--- config.mk ---
export PLATFORM = sky130hd
export DESIGN_NAME = keypad_color_bank_flat
export DESIGN_NICKNAME = d
export VERILOG_FILES = /design/src/rtl/keypad_pkg.sv /design/src/rtl/keypad_color_bank_if.sv /design/src/rtl/keypad_scanner.sv /design/src/rtl/keypad_color_bank.sv /design/src/flat_wrapper.sv
export SDC_FILE = /design/constraint.sdc
export NUM_CORES = 1
export LEC_CHECK = 0
export BUFFER_PORTS_ARGS = -buffer_cell sky130_fd_sc_hd__buf_2
export CAP_MARGIN = 20
export CORE_AREA = 8 8 214 216
export CTS_CLUSTER_DIAMETER = 50
export DETAILED_ROUTE_END_ITERATION = 10
export DIE_AREA = 0 0 222 224
export PLACE_DENSITY = 0.49
export SYNTH_ARGS = -nofsm -noshare
export SYNTH_HDL_FRONTEND = slang
export SYNTH_SLANG_ARGS = --single-unit
--- constraint.sdc ---
create_clock -name clk -period 6.7 [get_ports clk]
set_input_delay 1.34 -clock clk [delete_from_list [all_inputs] [get_ports clk]]
set_output_delay 1.34 -clock clk [all_outputs]
set_load 0.01 [all_outputs]
--- src/rtl/keypad_pkg.sv ---
// Shared types, constants and key-to-tile mapping for the keypad colour bank.
// Latency: none (declarations and a pure function only).
// Backpressure: not applicable.
package keypad_pkg;

   localparam int NTILE = 16;

   localparam logic [2:0] COLOR_WHITE = 3'd0;

   // Top-level sequencing states, kept as plain constants for older tools.
   typedef logic [0:0] state_t;
   localparam state_t SCAN  = 1'b0;
   localparam state_t CLEAR = 1'b1;

   // Row r / column c of the keypad lands on screen tile {3-c, 3-r}, so the
   // top-left key paints the last tile and the bottom-right key tile 0.
   function automatic logic [3:0] tile_of(input logic [1:0] row, input logic [1:0] col);
      return {2'd3 - col, 2'd3 - row};
   endfunction

endpackage

--- src/rtl/keypad_color_bank_if.sv ---
// Pin bundle between the colour bank and its keypad / renderer / control side.
// Latency: none (wires only).
// Backpressure: none; every signal is a level or a one-cycle strobe.
interface keypad_color_bank_if;

   logic [3:0] col_n;
   logic [3:0] row_n;
   logic       clear;
   logic [3:0] posicion;
   logic [2:0] dirColor;
   logic       key_valid;
   logic [3:0] key_code;
   logic       busy;

   // The colour bank itself.
   modport slave (
      input  row_n, clear, posicion,
      output col_n, dirColor, key_valid, key_code, busy
   );

   // Whatever surrounds it: keypad matrix, renderer and control logic.
   modport master (
      output row_n, clear, posicion,
      input  col_n, dirColor, key_valid, key_code, busy
   );

endinterface

--- src/rtl/keypad_scanner.sv ---
// Scans a 4x4 active-low keypad, debounces every key and arbitrates one edge per frame.
// Latency: press strobe one cycle after the frame end in which the key became stable.
// Backpressure: freeze stalls the scan and holds an unconsumed press strobe until released.
module keypad_scanner
   import keypad_pkg::*;
#(
   parameter int SCAN_DIV  = 50000,
   parameter int DEB_COUNT = 10
) (
   input  logic       clk,
   input  logic       rst,
   input  logic       freeze,
   input  logic [3:0] row_n,
   output logic [3:0] col_n,
   output logic       press_vld,
   output logic [3:0] press_code
);

   localparam int DW = (SCAN_DIV > 1) ? $clog2(SCAN_DIV) : 1;
   localparam int CW = $clog2(DEB_COUNT + 1);
   localparam logic [DW-1:0] DIV_LAST = DW'(SCAN_DIV - 1);
   localparam logic [CW-1:0] DEB_MAX  = CW'(DEB_COUNT);

   logic [DW-1:0]    div;
   logic [1:0]       col;
   logic [NTILE-1:0] snap;
   logic [NTILE-1:0] raw;
   logic [NTILE-1:0] stable;
   logic [NTILE-1:0] stable_nxt;
   logic [CW-1:0]    cnt     [NTILE];
   logic [CW-1:0]    cnt_nxt [NTILE];
   logic             tick;
   logic             frame_end;
   logic             hit;
   logic [3:0]       hit_idx;

   // Last cycle of a column period, and the one that closes the frame.
   always_comb begin
      tick      = !freeze && (div == DIV_LAST);
      frame_end = tick && (col == 2'd3);
   end

   // Active column is driven low; it follows the scan counter directly.
   always_comb begin
      col_n = ~(4'b0001 << col);
   end

   // Frame image: earlier columns from the snapshot, current column live.
   always_comb begin
      raw = snap;
      raw[4*col +: 4] = ~row_n;
   end

   // Per-key debounce and lowest-tile-first arbitration of pending edges.
   // Snapshot index k = col*4+row maps to tile 15-k, so the highest pending
   // index is the lowest tile code and wins.
   always_comb begin
      hit     = 1'b0;
      hit_idx = 4'd0;
      for (int k = 0; k < NTILE; k++) begin
         if (raw[k] != stable[k]) begin
            cnt_nxt[k] = (cnt[k] == DEB_MAX) ? DEB_MAX : cnt[k] + 1'b1;
         end else begin
            cnt_nxt[k] = '0;
         end
         if (cnt_nxt[k] == DEB_MAX) begin
            hit     = 1'b1;
            hit_idx = 4'(k);
         end
      end
      stable_nxt = stable;
      if (hit) begin
         stable_nxt[hit_idx] = ~stable[hit_idx];
         cnt_nxt[hit_idx]    = '0;
      end
   end

   // Column divider, snapshot capture, debounce state and press strobe.
   always_ff @(posedge clk) begin
      if (rst) begin
         div        <= '0;
         col        <= 2'd0;
         snap       <= '0;
         stable     <= '0;
         press_vld  <= 1'b0;
         press_code <= 4'd0;
         for (int k = 0; k < NTILE; k++) begin
            cnt[k] <= '0;
         end
      end else begin
         if (!freeze) begin
            if (tick) begin
               div             <= '0;
               col             <= col + 2'd1;
               snap[4*col +: 4] <= ~row_n;
            end else begin
               div <= div + 1'b1;
            end
         end
         if (frame_end) begin
            stable <= stable_nxt;
            for (int k = 0; k < NTILE; k++) begin
               cnt[k] <= cnt_nxt[k];
            end
            // Only a release-to-press transition produces a strobe.
            press_vld <= hit && raw[hit_idx];
            if (hit && raw[hit_idx]) begin
               press_code <= tile_of(hit_idx[1:0], hit_idx[3:2]);
            end
         end else if (!freeze) begin
            press_vld <= 1'b0;
         end
      end
   end

endmodule

--- src/rtl/keypad_color_bank.sv ---
// 16-tile colour bank: keypad presses bump a tile's colour, clear sweeps all tiles to white.
// Latency: increment and key_valid one cycle after the press strobe; read port combinational.
// Backpressure: presses arriving during a clear sweep are held and applied when it ends.
module keypad_color_bank
   import keypad_pkg::*;
#(
   parameter int SCAN_DIV  = 50000,
   parameter int DEB_COUNT = 10
) (
   input  logic                clk,
   input  logic                rst,
   keypad_color_bank_if.slave  bus
);

   state_t     state;
   logic [3:0] clr_idx;
   logic [2:0] bank [NTILE];
   logic       freeze;
   logic       press_vld;
   logic [3:0] press_code;
   logic       key_valid;
   logic [3:0] key_code;

   // The scan stops for the whole sweep so no frame can end unobserved.
   always_comb begin
      freeze = (state == CLEAR);
   end

   keypad_scanner #(
      .SCAN_DIV  (SCAN_DIV),
      .DEB_COUNT (DEB_COUNT)
   ) u_scanner (
      .clk        (clk),
      .rst        (rst),
      .freeze     (freeze),
      .row_n      (bus.row_n),
      .col_n      (bus.col_n),
      .press_vld  (press_vld),
      .press_code (press_code)
   );

   // Bank writes, event reporting and the clear sweep sequencing.
   always_ff @(posedge clk) begin
      if (rst) begin
         state     <= SCAN;
         clr_idx   <= 4'd0;
         key_valid <= 1'b0;
         key_code  <= 4'd0;
         for (int i = 0; i < NTILE; i++) begin
            bank[i] <= COLOR_WHITE;
         end
      end else begin
         key_valid <= 1'b0;
         case (state)
            SCAN: begin
               // A press landing with the clear request still completes first.
               if (press_vld) begin
                  bank[press_code] <= bank[press_code] + 3'd1;
                  key_valid        <= 1'b1;
                  key_code         <= press_code;
               end
               if (bus.clear) begin
                  state   <= CLEAR;
                  clr_idx <= 4'd0;
               end
            end
            default: begin
               bank[clr_idx] <= COLOR_WHITE;
               clr_idx       <= clr_idx + 4'd1;
               // clr_idx wraps to 0, so a still-high clear simply sweeps again.
               if (clr_idx == 4'(NTILE - 1) && !bus.clear) begin
                  state <= SCAN;
               end
            end
         endcase
      end
   end

   // Renderer read port: old data on a same-cycle write, new data after the edge.
   assign bus.dirColor  = bank[bus.posicion];
   assign bus.busy      = (state == CLEAR);
   assign bus.key_valid = key_valid;
   assign bus.key_code  = key_code;

endmodule

--- src/flat_wrapper.sv ---
// flat-port wrapper written by rule: the top's interface ports become plain ports
module keypad_color_bank_flat import keypad_pkg::*;
#(
   parameter int SCAN_DIV  = 50000,
   parameter int DEB_COUNT = 10
)
  (clk, rst, bus_row_n, bus_clear, bus_posicion, bus_col_n, bus_dirColor, bus_key_valid, bus_key_code, bus_busy);
  keypad_color_bank_if bus_i ();
  input  logic clk;
  input  logic rst;
  input wire logic [$bits(bus_i.row_n)-1:0] bus_row_n;
  input wire logic [$bits(bus_i.clear)-1:0] bus_clear;
  input wire logic [$bits(bus_i.posicion)-1:0] bus_posicion;
  output wire logic [$bits(bus_i.col_n)-1:0] bus_col_n;
  output wire logic [$bits(bus_i.dirColor)-1:0] bus_dirColor;
  output wire logic [$bits(bus_i.key_valid)-1:0] bus_key_valid;
  output wire logic [$bits(bus_i.key_code)-1:0] bus_key_code;
  output wire logic [$bits(bus_i.busy)-1:0] bus_busy;
  assign bus_i.row_n = bus_row_n;
  assign bus_i.clear = bus_clear;
  assign bus_i.posicion = bus_posicion;
  assign bus_col_n = bus_i.col_n;
  assign bus_dirColor = bus_i.dirColor;
  assign bus_key_valid = bus_i.key_valid;
  assign bus_key_code = bus_i.key_code;
  assign bus_busy = bus_i.busy;
  keypad_color_bank #(.SCAN_DIV(SCAN_DIV), .DEB_COUNT(DEB_COUNT)) u_core (.clk(clk), .rst(rst), .bus(bus_i));
endmodule
# After elaboration in Yosys (flattened, before gate mapping)
# Memories as Yosys holds them, arrays and structs flattened. A register that Yosys moved wholly into a read port is not among the register bits.
# Cells that the tools add are included.
classes:
  n_eq_ne: 52
  magnitude_cmp: 4
  div_mod_pow: 0
  n_reduce_logical: 15
  n_shift: 3
  bitwise: 23
  n_mux: 118
  n_addsub: 23
  multipliers: 0
ops:
  columns: ["op", "count"]
  rows:
  - ["two-way mux 4 bit", 69]
  - ["equality test 4 bit, second input constant", 33]
  - ["adder 4 x 1 -> 4 bit, second input constant", 17]
  - ["bitwise AND 64 bit", 1]
  - ["two-way mux 64 bit", 1]
  - ["inverter 64 bit", 1]
  - ["two-way mux 1 bit", 39]
  - ["negation 4 -> 34 bit", 1]
  - ["variable shift 4 x 34 -> 16 bit, first input constant", 1]
  - ["indexed part select 4 x 34 -> 16 bit", 1]
  - ["bitwise mux 16 bit", 2]
  - ["adder 16 x 1 -> 16 bit, second input constant", 1]
  - ["demux 4 bit (select 4 bit)", 1]
  - ["equality test 16 bit, second input constant", 1]
  - ["two-way mux 16 bit", 1]
  - ["!= test 1 bit", 16]
  - ["OR 1 bit", 16]
  - ["binary-select mux 1 bit (select 4 bit)", 2]
  - ["inverter 4 bit", 2]
  - ["AND reduction 2 bit", 4]
  - ["logical AND 1 bit", 6]
  - ["two-way mux 3 bit", 2]
  - ["OR reduction 3 bit", 2]
  - ["greater-or-equal comparator 5 bit, second input constant", 1]
  - ["other kinds (14)", 17]
totals:
  ram_bits: 112
  latch_bits: 0
  wordCells: 250
  romBits: 0
  n_memories: 2
  register_bits: 65
  out_inout_bits: 13
mem_list:
  columns: ["memory", "words", "word_bits", "read_ports", "rd_clocked_by_memory_dff", "wr", "line_no", "text"]
  rows:
  - ["u_core.u_scanner.cnt", 16, 4, 16, 0, 16, "keypad_scanner.sv:30", "logic [CW-1:0] cnt [NTILE];"]
  - ["u_core.bank", 16, 3, 2, 1, 16, "keypad_color_bank.sv:17", "logic [2:0] bank [NTILE];"]

# Logic depth before layout (Yosys ltp)
depth:
  depth_word: 30
  ltp_mapped: 16
  mapped_depth_nobuf: 12

# Cells and area by module
# A second synthesis with hierarchy kept.
unflattened:
  cells_unflattened: 1050
  area_unflattened_um2: 10799.1
by_module_without_submodules:
  columns: ["module", "seq_area_each_um2", "instances", "area_each_um2", "cells_each"]
  rows:
  - ["keypad_scanner", 3022.9, 1, 7408.4, 779]
  - ["keypad_color_bank", 1641.6, 1, 3390.8, 271]

# Worst setup path after synthesis
# Ideal clock, no wire load.
synth_path:
  path_kind: "input to register"
  start: "in bus_row_n[1]"
  end: "reg with a tool-made name"
  t_required_ps: 6579
  stages: 10
  path_slack_ps: 2382
  arrival_ps: 4198
  path_cell_list: "or4b_1 and3b_1 a2111o_1 a21o_1 a211oi_2 o21ai_2 o41ai_4 a221oi_2 o2111ai_4 mux2_2"
synth_rtl:
  columns: ["item", "line_no", "text"]
  rows:
  - ["from (decl)", "flat_wrapper.sv:11", "input wire logic [$bits(bus_i.row_n)-1:0] bus_row_n;"]

# Worst setup path in the final report
layout_path:
  start: "reg u_core.u_scanner.col[0]"
  end: "reg u_core.u_scanner.press_code[1]"
layout_via:
  elab_chain_len: 25
  elab_cells_between_ends: 90
layout_lines:
  columns: ["item", "line_no", "text"]
  rows:
  - ["from (decl)", "keypad_scanner.sv:25", "logic [1:0] col;"]
  - ["from (signal assigned)", "keypad_scanner.sv:94", "col <= col + 2'd1;"]
  - ["negation 4 -> 34 bit", "keypad_scanner.sv:51", "raw[4*col +: 4] = ~row_n;"]
  - ["indexed part select 4 x 34 -> 16 bit or variable shift 4 x 34 -> 16 bit (tied branches)", "keypad_scanner.sv:51", null]
  - ["bitwise mux 16 bit", "keypad_scanner.sv:51", null]
  - ["!= test 1 bit", "keypad_scanner.sv:61", "if (raw[k] != stable[k]) begin"]
  - ["two-way mux 4 bit", "keypad_scanner.sv:61", null]
  - ["equality test 4 bit", "keypad_scanner.sv:66", "if (cnt_nxt[k] == DEB_MAX) begin"]
  - ["two-way mux 1 bit", "keypad_scanner.sv:66", null]
  - ["two-way mux 4 bit (14 in a row)", "keypad_scanner.sv:66", null]
  - ["binary-select mux 1 bit (select 4 bit)", "keypad_scanner.sv:107", "if (hit && raw[hit_idx]) begin"]
  - ["two-way mux 1 bit (implied by the code)", "keypad_scanner.sv:107", null]
  - ["logical AND 1 bit", "keypad_scanner.sv:107", null]
  - ["AND reduction 2 bit (no line)", null, null]
  - ["to (signal assigned)", "keypad_scanner.sv:108", "press_code <= tile_of(hit_idx[1:0], hit_idx[3:2]);"]
  - ["to (decl)", "keypad_scanner.sv:16", "output logic [3:0] press_code"]
# Several ways; a longest one is shown, not always the timed one. The select of a mux whose other input is x is not followed.
# A chain may end at the register's enable or synchronous reset.

==> impl.org <==
** Timing
- Final-layout setup total negative slack :: 0 ps
- Final Hold Viols :: 0
- Fin crit share :: between 70% and 80%
- Max-slew violation count :: 0
- Slew margin rel. :: around 34%
- Slew of the pin with the lowest slew margin :: 983 ps
- On the final layout, the worst clock skew is 18.0 ps.
- Min Tclk post-route :: slightly above 5000 ps
- Based on the critical path, the design can be clocked at up to just under 0.2 GHz.
- Setup violations remaining at the end of the flow were counted as 0.
- Setup repair after global routing left no endpoint under its margin.

** Drt
- In this run the remaining antenna-violating nets after routing total 0.
- The routed layout has about 7700 vias.
- Wire per inst :: 16.1 um
- Drt initial violations :: about 440
- DR DRC count :: 0
- Vias per cell :: 4.85
- The first detailed-routing pass took 5 iterations.
- For this block, the routed nets add up to approximately 26000 um of wire.

** Synth
- Mux contribution to synthesized area :: 9.27%
- Biggest area contributors in the synthesized netlist :: sky130_fd_sc_hd__edfxtp_1, sky130_fd_sc_hd__dfxtp_1, sky130_fd_sc_hd__mux4_2, sky130_fd_sc_hd__nor2_1, sky130_fd_sc_hd__ha_1
- Number of flops mapped to enable cells by yosys :: 112
- Summing the areas of all and, or, nand and nor instances in the mapped netlist gives 22.0% of the synthesized area.
- Synth Area in Compound Gates :: about an eighth
- Xor/xnor share of the synthesized area :: 4.59%
- Summing the areas of all fa, ha and maj instances in the mapped netlist gives under 10% of the synthesized area.
- The Yosys step of the flow raised 0 warnings.
- Dominant combinational cell family by area after synthesis :: simple AND/OR/NAND/NOR gates
- Unique cell type count in the Yosys netlist :: 75
- Synthesized area :: roughly 10000 um^2
- After synthesis the netlist holds a flip-flop and latch count of between 150 and 200.
- Gate count after technology mapping :: 1027
- Share of synthesized registers carrying an async set or reset :: 0%
- The share of synthesized area in the top cell type comes to between 30% and 40%.
- Part of the Yosys area used for sequential elements :: around 45%
- Avg Inst Size Synth :: 10.2 um^2
- For this run, the leading register cell type out of synthesis is sky130_fd_sc_hd__edfxtp_1.
- Number of nets in the synthesized netlist :: between 1000 and 1500
- Cell type with the highest aggregate area in the netlist :: sky130_fd_sc_hd__edfxtp_1

** Final layout
- Layout area overhead :: 12.1%
- In the layout the commonest cells are sky130_fd_sc_hd__nor2_1, sky130_fd_sc_hd__edfxtp_1, sky130_fd_sc_hd__nand2_1, sky130_fd_sc_hd__dfxtp_1, sky130_fd_sc_hd__a21oi_1.
- The net count of the finished layout is 1085.
- Number of fillers in the final layout :: 4423
- The repair_antennas step left the layout with diodes totalling 0.
- The post-route netlist has about an eighth of its cells at a drive strength greater than 1.
- The library cell used most frequently in the layout, excluding fill and tap cells, is sky130_fd_sc_hd__nor2_1.
- Final standard cell count with taps included and fillers excluded :: between 1500 and 2000

** Worst setup path
- Critical path type :: reg -> reg
- WP data required :: around 7100 ps
- Cell with the biggest individual delay on the critical path :: sky130_fd_sc_hd__o41ai_4
- Peak per-stage delay on the critical path :: ~750 ps
- The worst setup path is launched from a flip-flop.
- Crit Reg-Reg Startpoint :: u_core.u_scanner.col[0]$_SDFFE_PP0P_
- Capturing point of the worst reg2reg path :: u_core.u_scanner.press_code[1]$_SDFFE_PP0P_
- The number of cells on the worst reg-to-reg path is 12.
- Critical path endpoint category :: flip-flop
- Traced cell by cell, the critical path runs through inv_1 > ha_1 > or4b_1 > and3b_1 > a2111o_1 > a21o_1 > a211oi_2 > o21ai_2 > o41ai_4 > a221oi_2 > o2111ai_4 > mux2_2.
- Across all register-to-register paths, the minimum setup slack is between 1500 and 2000 ps.
- Along the worst path, the maximum fanout reaches 17.
- Data on the critical path arrives at its endpoint at 5410 ps.

** Clock tree
- Setup fix buffers added after clock tree synthesis :: 0
- Count of instances resized after the clock tree is built :: 0
- Clock insertion delay at the later pin of the skew report :: 450 ps
- TritonCTS created 17 clock buffers.
- For this design, the CTS-stage hold fixing added 0 buffers.
- The clock net in this run drives a total of around 180 sinks.
- Library cell used as clock root buffer :: sky130_fd_sc_hd__clkbuf_16
- TritonCTS clock tree :: yes
- The longest clock path from root to sink contains 2 buffers.
- After clock tree synthesis, the clock-pin slew on the worst setup and hold paths is 90 ps.
- H-tree levels :: 4

** Run
- Total of max-cap violations :: 0

** Pwr
- Across the VDD grid, the largest voltage drop is approximately 0.0002 V.
- Leakage Power :: between 0.004 and 0.005 uW
- In this run the power density over the cells is ~200 nW/um^2.

** Hold path
- Worst min path class :: reg -> reg
- The worst hold path terminates at u_core.u_scanner.snap[13]$_SDFFE_PP0P_.
- Instance count along the most critical hold path :: 2
- Hold path startpoint :: u_core.u_scanner.snap[13]$_SDFFE_PP0P_

** Floorplanning
- Measured along the x axis, the die boundary spans roughly 220 um.
- Once the floorplan was initialized, standard cells occupied 24.7% of the core.
- The floorplan has 76 rows.
- DIE HEIGHT :: roughly 220 um
- During I/O placement, the number of pins put on the boundary was 24.
- Total Die Area :: approximately 50000 um^2
- Area of the core :: 42500 um^2

** Global routing
- Initial antenna violation count :: 0
- Via count of the first global-routing pass :: between 7000 and 8000
- The total overflow left after global routing is 0.
- Wire length of the first global-routing pass :: roughly 41000 um
- Maximum number of pins on one net before global-route repair :: 67
- In the global route stage, overall resource usage came out at around a tenth.

** Placed design
- The congestion estimate from routability-driven global placement came to between 0.8 and 0.9.
- The HPWL after detailed placement is between 15000 and 20000 um.
- # port buffers :: 23
- In this run, placement finished with an instance count of between 1500 and 2000.

** Status
- Result of the run :: complete, no violations
-- sequential cells by signal (all words and copies together), names as in the netlist, 2 cells and up, named ones only --
signal,count
u_core.bank,48
u_core.u_scanner.col,2
u_core.u_scanner.snap,16
u_core.u_scanner.cnt,64
u_core.clr_idx,4
u_core.u_scanner.div,16
u_core.u_scanner.stable,16
u_core.bus.key_code,4
u_core.u_scanner.press_code,4
-- layout make-up --
cell class              count  area [um^2]  area share, %
multi-input cells         778         5480           46.6
flip-flops and latches    181         4740           40.4
well taps                 546          683           5.81
clock buffers              17          425           3.62
clock inverters            15          166           1.42
repair buffers             27          145           1.23
inverters                  30          113          0.958
-- where the power goes --
| part | total (uW) | internal [uW] | switching (uW) | leakage (uW) |
|---|---|---|---|---|
| Sequential | 1230 | 1200 | 25.1 | 0.00171 |
| Combinational | 145 | 54.9 | 90.6 | 0.00211 |
| Clock | 1030 | 508 | 523 | 0.000292 |
-- worst max-delay path: cells and delay by family, from the launching register on --
| kind | cells | cell delay, ps |
|---|---|---|
| buffers and inverters | 1 | 230 |
| adder cells (fa/ha/maj) | 1 | 600 |
| AO/OA/AOI/OAI | 7 | 2190 |
| flip-flops | 1 | 670 |
| AND/OR/NAND/NOR | 2 | 880 |
| multiplexers | 1 | 390 |
-- how the worst max path moves through the flow --
stage               cells past startpoint                                 start  slack [ps]                                     endpoint
floorplan                              10                          bus_row_n[1]        2380                                    flip-flop
global placement                       11  u_core.u_scanner.col[0]$_SDFFE_PP0P_        1790                                    flip-flop
detailed placement                     12  u_core.u_scanner.col[0]$_SDFFE_PP0P_        1700  u_core.u_scanner.press_code[1]$_SDFFE_PP0P_
CTS                                    12  u_core.u_scanner.col[0]$_SDFFE_PP0P_        1710  u_core.u_scanner.press_code[1]$_SDFFE_PP0P_
global route                           12  u_core.u_scanner.col[0]$_SDFFE_PP0P_        1260                                    flip-flop
finish                                 12  u_core.u_scanner.col[0]$_SDFFE_PP0P_        1640  u_core.u_scanner.press_code[1]$_SDFFE_PP0P_
-- metrics by stage --
stage	area, um^2	hold slack [ps]	worst slack [ps]	utilization (%)	total power (uW)
2_1_floorplan	10500	427	2380	-	1350
3_3_place_gp	11200	435	1790	26.3	1400
6_report	11800	452	1640	27.7	2410
4_1_cts	11800	457	1710	27.7	2440
5_1_grt	11800	485	1260	27.7	2490
3_5_place_dp	11200	445	1700	26.3	1400
-- per-layer routing --
layer | GRT usage [%] | share of wire [%] | vias to the layer above
met1 | 13.6 | 47 | 3755
met5 | 0 | 0 | -
met4 | 3.23 | 1.7 | 0
li1 | - | - | 3794
met3 | 1.87 | 3.7 | 28
met2 | 17.0 | 47 | 150
-- cells by family after synthesis --
family | after synthesis
compound gates | 167
xor+xnor | 55
fa+ha+maj | 39
buf+inv | 68
flops | 181
mux | 59
simple gates | 458
-- Yosys cell counts, drive strengths merged, types with 22 or more instances --
cell and number:
nor3 25, inv 29, ha 39, dfxtp 69
nor2 171, nand3 36, a21oi 53, nor2b 22
mux2i 24, xor2 39, edfxtp 112, mux4 30
clkbuf 28, nand2 87
Note: power is estimated with default switching activity, not from simulation.
